===== src/rtl/fsb8_pkg.sv =====
// Shared types and constants for the FSB8 SRAM target.
package fsb8_pkg;

    localparam int unsigned FSB_DATA_W = 8;
    localparam int unsigned FSB_ADDR_W = 24;

    typedef enum logic [1:0] {
        IDLE,
        WAIT,
        XFER
    } state_t;

    // Bits above the memory window, with anything beyond the bus width cleared.
    function automatic logic [FSB_ADDR_W-1:0] base_field(
        input logic [FSB_ADDR_W-1:0] addr,
        input int unsigned           addr_w,
        input int unsigned           depth_log2
    );
        logic [FSB_ADDR_W-1:0] f;
        f = addr;
        for (int unsigned i = 0; i < FSB_ADDR_W; i++) begin
            if (i >= addr_w) f[i] = 1'b0;
        end
        return f >> depth_log2;
    endfunction

endpackage


===== src/rtl/fsb8_spram.sv =====
// Single-port synchronous RAM with registered read data.
module fsb8_spram
  import fsb8_pkg::*;
#(
  parameter int unsigned DEPTH_LOG2 = 8,
  parameter              INIT_FILE  = ""
) (
  input  logic                  clk,
  input  logic                  rst,
  input  logic                  we,
  input  logic [DEPTH_LOG2-1:0] addr,
  input  logic [FSB_DATA_W-1:0] wdata,
  output logic [FSB_DATA_W-1:0] rdata
);

  logic [FSB_DATA_W-1:0] mem [0:(1 << DEPTH_LOG2)-1];

  // Output register reset maps onto the block RAM's output-latch reset.
  always_ff @(posedge clk) begin
    if (we) mem[addr] <= wdata;
    if (rst) rdata <= '0;
    else     rdata <= mem[addr];
  end

endmodule


===== src/rtl/fsb8_sram_target.sv =====
// FSB8 bus target: address decode, wait states, block transfers and a
// mailbox interrupt in front of an on-chip SRAM.
module fsb8_sram_target
    import fsb8_pkg::*;
#(
    parameter int unsigned       ADDR_W      = 24,
    parameter int unsigned       DEPTH_LOG2  = 8,
    parameter logic [ADDR_W-1:0] BASE_ADDR   = 24'h000000,
    parameter int unsigned       WAIT_STATES = 2,
    parameter                    INIT_FILE   = ""
) (
    input  logic       sysclk,
    input  logic       sysrst,
    input  logic       ale_n,
    input  logic       cs_n,
    input  logic       cmd_n,
    input  logic       typ,
    input  logic       wr_n,
    input  logic [7:0] ad_i,
    input  logic [7:0] aah_i,
    output logic [7:0] ad_o,
    output logic       ad_oe,
    output logic       rdy_n,
    output logic       irq_n
);

    localparam int unsigned           WCNT_W = 4;
    localparam logic [DEPTH_LOG2-1:0] MBOX   = '1;

    state_t                  state;
    logic [15:0]             a_hi;
    logic [FSB_ADDR_W-1:0]   addr;
    logic                    hit;
    logic                    cs_prev;
    logic                    cs_fall;
    logic                    first;
    logic                    typ_l;
    logic                    wr_l;
    logic [WCNT_W-1:0]       wcnt;
    logic [DEPTH_LOG2-1:0]   offset;
    logic [DEPTH_LOG2-1:0]   offset_next;
    logic [DEPTH_LOG2-1:0]   ram_addr;
    logic                    beat;
    logic                    we;
    logic                    rd_beat;
    logic [FSB_DATA_W-1:0]   rdata;

    assign addr    = {a_hi, aah_i};
    assign hit     = base_field(addr, ADDR_W, DEPTH_LOG2)
                     == base_field(FSB_ADDR_W'(BASE_ADDR), ADDR_W, DEPTH_LOG2);
    assign cs_fall = !cs_n && cs_prev;

    // A single transfer has exactly one beat, on its first XFER cycle.
    always_comb begin
        beat = 1'b0;
        if (state == XFER && !cs_n) beat = typ_l ? !cmd_n : first;
    end

    assign we      = beat && !wr_l && !sysrst;
    assign rd_beat = beat && wr_l;

    always_comb begin
        offset_next = offset;
        if (state == IDLE && cs_fall && hit)
            offset_next = addr[DEPTH_LOG2-1:0];
        else if (beat && typ_l)
            offset_next = offset + DEPTH_LOG2'(1);
    end

    // Reads look one offset ahead so ad_o changes on the same edge as the beat.
    assign ram_addr = we ? offset : offset_next;
    assign ad_o     = rdata;

    fsb8_spram #(
        .DEPTH_LOG2 (DEPTH_LOG2),
        .INIT_FILE  (INIT_FILE)
    ) u_ram (
        .clk   (sysclk),
        .rst   (sysrst),
        .we    (we),
        .addr  (ram_addr),
        .wdata (ad_i),
        .rdata (rdata)
    );

    always_ff @(posedge sysclk) begin
        cs_prev <= cs_n;
        if (sysrst) begin
            state  <= IDLE;
            ad_oe  <= 1'b0;
            rdy_n  <= 1'b1;
            irq_n  <= 1'b1;
            offset <= '0;
            a_hi   <= '0;
            wcnt   <= '0;
            first  <= 1'b0;
            typ_l  <= 1'b0;
            wr_l   <= 1'b1;
        end else begin
            offset <= offset_next;
            if (!ale_n && cs_n) a_hi <= {aah_i, ad_i};

            if (we && offset == MBOX)           irq_n <= 1'b0;
            else if (rd_beat && offset == MBOX) irq_n <= 1'b1;

            case (state)
                IDLE: begin
                    if (cs_fall && hit) begin
                        state <= WAIT;
                        wcnt  <= WCNT_W'(WAIT_STATES);
                        typ_l <= typ;
                        wr_l  <= wr_n;
                    end
                end
                WAIT: begin
                    if (cs_n) begin
                        state <= IDLE;
                    end else if (wcnt == '0) begin
                        state <= XFER;
                        rdy_n <= 1'b0;
                        ad_oe <= wr_l;
                        first <= 1'b1;
                    end else begin
                        wcnt <= wcnt - WCNT_W'(1);
                    end
                end
                XFER: begin
                    first <= 1'b0;
                    if (cs_n) begin
                        state <= IDLE;
                        rdy_n <= 1'b1;
                        ad_oe <= 1'b0;
                    end
                end
                default: state <= IDLE;
            endcase
        end
    end

endmodule

===== config.mk =====
export PLATFORM = sky130hd
export DESIGN_NAME = fsb8_sram_target
export DESIGN_NICKNAME = d
export VERILOG_FILES = /design/src/rtl/fsb8_pkg.sv /design/src/rtl/fsb8_spram.sv /design/src/rtl/fsb8_sram_target.sv
export SDC_FILE = /design/constraint.sdc
export NUM_CORES = 2
export LEC_CHECK = 0
export BUFFER_PORTS_ARGS = -buffer_cell sky130_fd_sc_hd__buf_4
export CAP_MARGIN = 20
export CORE_ASPECT_RATIO = 2
export CORE_UTILIZATION = 45
export CTS_CLUSTER_SIZE = 25
export DETAILED_ROUTE_END_ITERATION = 6
export RECOVER_POWER = 25
export SLEW_MARGIN = 30
export SYNTH_ARGS = -nofsm -noshare
export SYNTH_HDL_FRONTEND = slang
export SYNTH_SLANG_ARGS = --single-unit

===== constraint.sdc =====
create_clock -name sysclk -period 3.9 [get_ports sysclk]
set_clock_uncertainty 0.15 [all_clocks]
set_input_delay 0.195 -clock sysclk [delete_from_list [all_inputs] [get_ports sysclk]]
set_output_delay 0.195 -clock sysclk [all_outputs]
set_load 0.01 [all_outputs]

After elaboration in Yosys (flattened, before gate mapping)
Memory sizes are Yosys's and may differ from the RTL's. A register that Yosys moved wholly into a read port is not among the register bits.
Cells that the tools add are included.
{"block": "classes", "addsub": 2, "eq_ne": 9, "muxes": 29, "reduce_logical": 28}
{"operator": "$logic_not A24 Y1", "count": 1}
{"operator": "$mux W8", "count": 3}
{"operator": "$mux W1", "count": 14}
{"operator": "$logic_and A1 B1 Y1", "count": 12}
{"operator": "$mux W4", "count": 3}
{"operator": "$add A8 B1 Y8 const B", "count": 1}
{"operator": "$eq A8 B8 Y1 const B", "count": 1}
{"operator": "$mux W2", "count": 4}
{"operator": "$ne A2 B2 Y1 const B", "count": 4}
{"operator": "$pmux W4 S2", "count": 1}
{"operator": "$reduce_and A4 Y1", "count": 2}
{"operator": "$pmux W1 S2", "count": 3}
{"operator": "$pmux W2 S3", "count": 1}
{"operator": "$reduce_and A3 Y1", "count": 2}
{"operator": "$reduce_bool A2 Y1", "count": 3}
{"operator": "$logic_not A1 Y1", "count": 5}
{"operator": "$logic_not A4 Y1", "count": 1}
{"operator": "$sub A4 B1 Y4 const B", "count": 1}
{"operator": "$ne A3 B3 Y1 const B", "count": 1}
{"operator": "$eq A2 B1 Y1 const B", "count": 1}
{"operator": "$eq A2 B2 Y1 const B", "count": 1}
{"operator": "$logic_not A2 Y1", "count": 1}
{"operator": "$ne A2 B1 Y1 const B", "count": 1}
{"operator": "$reduce_and A2 Y1", "count": 1}
{"block": "word_totals", "regBits": 37, "ram_bits": 2048, "memories": 1}
{"memory": "u_ram.mem", "depth": 256, "width": 8, "rd": 1, "rd_ports_with_merged_regs": 1, "write_ports": 1, "line": "fsb8_spram.sv:16", "source": "logic [FSB_DATA_W-1:0] mem [0:(1 << DEPTH_LOG2)-1];"}

Depth between registers and ports, before layout
{"block": "depth", "word_depth": 7, "depth_mapped": 16, "ltp_nobuf": 11}

By module
From an unflattened synthesis, not the netlist that was laid out.
{"block": "unflattened", "cells_unflattened": 4152, "hier_area_um2": 82181.3}
{"mod": "fsb8_spram", "instances": 1, "cells_per_inst": 3914, "area_each_um2": 80335.8}
{"mod": "fsb8_sram_target", "instances": 1, "cells_per_inst": 238, "area_each_um2": 1845.5}

Least setup slack after synthesis
No wires, ideal clock.
{"block": "synth_timing", "path_kind": "reg2reg", "startpoint": "reg state[0]", "endpoint": "mem u_ram.mem[106][0], enable pin", "setup_time_ns": 0.370, "arrival_time_ns": 2.917, "slack_ns": 0.463, "path_stages_with_launch": 14, "path_buffers": 5, "synth_period_minus_slack_ns": 3.437, "path_cell_list": "dfxtp_1 -> nor4_1 -> nand3_1 -> or2_1 -> buf_6 -> o21ai_2 -> o2bb2a_1 -> buf_4 -> nor2_4 -> buf_2 -> buf_2 -> nand2_1 -> clkbuf_1 -> nor2_1"}
{"block": "synth_via", "elab_chain_cells": 7, "elab_cells_between_ends": 14, "cone_classes": "eq/ne (1); mux (6); reduce/logical (7)"}
{"item": "start, declared", "line": "fsb8_sram_target.sv:30", "source": "state_t state;"}
{"item": "start signal, assigned", "line": "fsb8_sram_target.sv:89", "source": "state <= IDLE;"}
{"item": "start signal, assigned", "line": "fsb8_sram_target.sv:109", "source": "state <= WAIT;"}
{"item": "start signal, assigned", "line": "fsb8_sram_target.sv:117", "source": "state <= IDLE;"}
{"item": "$eq A2 B2 Y1", "line": "fsb8_sram_target.sv:56", "source": "if (state == XFER && !cs_n) beat = typ_l ? !cmd_n : first;"}
{"item": "$logic_and A1 B1 Y1", "line": "fsb8_sram_target.sv:56"}
{"item": "$mux W1", "line": "fsb8_sram_target.sv:56"}
{"item": "$logic_and A1 B1 Y1 (on tied branches)", "line": "fsb8_sram_target.sv:66, fsb8_sram_target.sv:59"}
{"item": "$mux W8 or $logic_and A1 B1 Y1 (tied branches)", "line": "fsb8_sram_target.sv:66, fsb8_sram_target.sv:59"}
{"item": "$mux W8 or $mux W1 (tied branches)", "line": "fsb8_sram_target.sv:64, fsb8_spram.sv:20"}
{"item": "$mux W8 or $mux W1 (tied branches)", "line": "fsb8_sram_target.sv:71, fsb8_spram.sv:20"}
{"item": "end, declared", "line": "fsb8_spram.sv:16"}
Several ways; a longest one is shown, not always the timed one.

Worst setup path after layout
{"block": "layout_timing", "startpoint": "reg a_hi[5]", "endpoint": "reg u_ram.rdata[3] (read register of u_ram.mem)"}
{"block": "layout_via", "elab_chain_cells": 4}
{"item": "start, declared", "line": "fsb8_sram_target.sv:31", "source": "logic [15:0] a_hi;"}
{"item": "start signal, assigned", "line": "fsb8_sram_target.sv:101", "source": "if (!ale_n && cs_n) a_hi <= {aah_i, ad_i};"}
{"item": "$logic_not A24 Y1", "line": "fsb8_sram_target.sv:49", "source": "assign hit = base_field(addr, ADDR_W, DEPTH_LOG2)"}
{"item": "$logic_and A1 B1 Y1", "line": "fsb8_sram_target.sv:64", "source": "if (state == IDLE && cs_fall && hit)"}
{"item": "$mux W8", "line": "fsb8_sram_target.sv:64"}
{"item": "$mux W8", "line": "fsb8_sram_target.sv:71", "source": "assign ram_addr = we ? offset : offset_next;"}
{"item": "end, declared", "line": "fsb8_spram.sv:13", "source": "output logic [FSB_DATA_W-1:0] rdata"}
Every way passes these cells.
A chain may end at the register's enable or synchronous reset.

==> flow_summary.toml <==
[run_status]
status = "finished with violations"
violations = "design-rule violations, max-capacitance violations, max-slew violations, negative setup slack"

[global_routing]
gr-total-overflow = 0
grt_use_total = 0.267
antenna_found_initial = 3
grt_pass1_wl_um = 364000
first_global_vias = 53600
grt_max_degree = 116

[min_path]
hold_start = "typ"
min_to = "typ_l$_SDFFE_PP0P_"
hold_path_depth = 4
hold_class = "primary input to flop"

[die]
start_util = 0.453
core_area_mm2 = 0.187
io_pins = 34
die_area_mm2 = 0.190
die_w_um = 309
die_y_um = 616
rows = 225

[synth]
yosys.area.top_type_share = 0.725
async_flop_share = 0
ys.flop_type = "edfxtp_1"
ys_top_cells_by_count = "edfxtp_1, nand2_1, nor2_1, mux2_2, mux2i_1"
yosysTopAreaCell = "edfxtp_1"
synth.distinct_cells = 64
ys_warn_count = 0
syn_area_mm2 = 0.0849
synth-edff-count = 2048
post_synth.cell_area_avg_um2 = 14.5
syn_inst = 5837
yosysMostFrequentCell = "edfxtp_1"
synth.area.top_cells = "edfxtp_1, nand2_1, mux2_2"
synth_nets = 5862
synth-seq-cells = 2093
yosysSeqAreaShare = 0.735

[final_layout]
final_util = 0.543
area_delta_synth_final_pct = 20.0
drive_above_1_share = 0.252
fin_nets = 6574

[timing]
final.min_clock_period_ns = 4.15
whs_ns = 0.0880
tightest_slew_ns = 3.39
fin_ws_ns = -0.252
fmax_ghz = 0.241
setup_viol = 19
timing.final.max_slew_violations = 860
hold_violations = 0
slew_headroom = -1.26
fin_crit_sh = 1.06
rsz0062_at_grt = "true"
timing.setup.tns_ns = -1.41

[worst_setup_path]
worstPathMaxFanout = 17
path_class = "flop to flop"
r2r_setup_slack_ns = -0.25
r2r_end = "u_ram.rdata[3]$_SDFF_PP0_"
reg2reg_from = "a_hi[5]$_SDFFE_PP0P_"
critical_path_required_ns = 4.50
reg2reg_depth = 17
arrival_ns = 4.75
cp-end-kind = "flop"
worst_setup_path_start_kind = "flop"

[route]
vias = 52700
drt_drc_violations_left = 3
wl_um = 258000
drtIter0Drc = 4255
wl_per_cell_um = 28.1
detail-route-antenna-nets = 0
via_per_inst = 5.74
dr.pass1.iters = 7

[cts]
clk_latency_ns = 0.81
h-tree-depth = 4
cts.sinks = 2093
cts_buffers = 182
cts.clk_slew.worst_paths_ns = 0.07
cts_root_buf = "clkbuf_16"
clockBufferDepth = 4
cts_tree = "done"

[power]
total_power_uw = 48800
peakVddDrop_uv = 308
p_leak_uw = 0.0362
powerDensity_mw_per_mm2 = 480

[placement]
port_buffers = 33
hpwl_um = 170000
pre_cts_ws_ns = -0.825
gp_congestion = 0.916

[job]
maxCapViolations = 11
-- stage by stage --
stage / std cells / cell area (um^2)
floorplan: 5837 / 84900
global placement: 8749 / 93200
CTS: 9157 / 101000
global route: 9180 / 102000
detailed placement: 8749 / 93200
finish: 9180 / 102000
-- routing by layer --
layer	wire length (um)	global-route usage	share of wire	vias to the layer above
li1	-	-	-	23400
met1	84200	0.270	0.33	26700
met2	139000	0.499	0.54	1847
met3	11800	0.0278	0.046	714
met4	22800	0.197	0.088	0
met5	0	0	0	-
-- worst max-delay path by stage --
stage                     depth (start not counted)                   from  slack (ns)                     endpoint
final                                            17   a_hi[5]$_SDFFE_PP0P_       -0.25    u_ram.rdata[3]$_SDFF_PP0_
after CTS                                        17   a_hi[3]$_SDFFE_PP0P_       -0.22    u_ram.rdata[3]$_SDFF_PP0_
after detailed placement                         16   a_hi[3]$_SDFFE_PP0P_       -0.83    u_ram.rdata[1]$_SDFF_PP0_
after floorplan                                  13  state[0]$_SDFFE_PP0P_        0.46  u_ram.mem[106][0]$_DFFE_PP_
after global routing                             16   a_hi[5]$_SDFFE_PP0P_       -0.30    u_ram.rdata[3]$_SDFF_PP0_
after global placement                           16   a_hi[3]$_SDFFE_PP0P_       -0.90    u_ram.rdata[1]$_SDFF_PP0_
-- where the power goes --
part / internal, uW / leakage (uW) / switching, uW
Clock: 9900 / 0.00279 / 8040
Sequential: 24700 / 0.0188 / 64.9
Combinational: 2380 / 0.0147 / 3740
-- worst max-delay path, stage by stage (launching register included) --
cell and delay, ns:
dfxtp_2 0.34, nor4b_4 0.29, buf_4 0.16, nand3_2 0.08, or2_4 0.27, o211ai_4 0.27, buf_12 0.20, buf_12 0.18
buf_12 0.12, buf_16 0.16, mux2i_1 0.10, mux2_2 0.29, o22ai_1 0.32, a221oi_2 0.07, o22ai_1 0.57, o31ai_4 0.15
buf_6 0.16, a41oi_2 0.17
-- flip-flops by register name, summed over array words and instances, names as in the netlist, 2 cells and up --
signal and count:
a_hi 16, offset 8, state 2, u_ram.mem 2048
u_ram.rdata 8, wcnt 4
-- cell type report --
| cell class | count | area [um^2] |
|---|---|---|
| antenna | 1 | 2.50 |
| clock buffer | 233 | 4950 |
| clock inverter | 84 | 800 |
| fill | 15300 | 85700 |
| inverter | 5 | 18.8 |
| multi-input combinational | 3337 | 21600 |
| sequential | 2093 | 62400 |
| tap | 2497 | 3120 |
| timing repair buffer | 930 | 8970 |
-- cell families (layout without fill, tap and decap cells) --
logic type | Yosys count | count (layout) | share of synthesized area
other | 0 | 1 | 0
buffers and inverters | 407 | 1252 | 0.0279
AO/OA/AOI/OAI | 715 | 715 | 0.0654
adder cells (fa/ha/maj) | 2 | 2 | 0.000295
AND/OR/NAND/NOR | 2035 | 2035 | 0.0977
flip-flops | 2093 | 2093 | 0.735
multiplexers | 577 | 577 | 0.0728
XOR/XNOR | 8 | 8 | 0.000826
-- cells in the final DEF, fill, tap and decap left out, types with 9 or more instances in the layout --
cell | netlist | routed
edfxtp_1 | 2048 | 2048
nand2_1 | 1237 | 1234
buf_4 | 53 | 720
nor2_1 | 474 | 447
mux2_2 | 320 | 307
mux2i_1 | 257 | 249
a31oi_1 | 256 | 223
clkbuf_16 | 0 | 192
nand3_1 | 151 | 146
and3_1 | 129 | 129
a311o_1 | 128 | 128
buf_12 | 1 | 97
o22ai_1 | 98 | 72
a32oi_1 | 64 | 48
a221oi_2 | 19 | 44
dfxtp_1 | 45 | 43
clkbuf_1 | 158 | 43
dlygate4sd3_1 | 0 | 40
a21oi_1 | 30 | 28
nor2_2 | 3 | 26
clkinv_2 | 0 | 26
clkinv_1 | 0 | 25
a31oi_2 | 0 | 21
o22ai_2 | 0 | 18
buf_6 | 61 | 17
a32oi_2 | 0 | 15
a221oi_1 | 45 | 15
buf_16 | 0 | 15
o31ai_4 | 0 | 14
bufinv_16 | 0 | 14
clkbuf_2 | 0 | 14
mux2_4 | 0 | 13
o31ai_2 | 10 | 12
a31oi_4 | 0 | 12
clkinvlp_4 | 0 | 12
bufbuf_16 | 0 | 10
a211oi_1 | 9 | 9
-- timing repair --
item,4_1_cts,5_1_grt
pin swaps,38,30
gates resized for setup,229,71
setup buffers,41,23
cloned,13,3
hold endpoints to repair,764,0
hold buffers,40,0
setup endpoints to repair,751,581
Note: power is estimated with default switching activity, not from simulation.
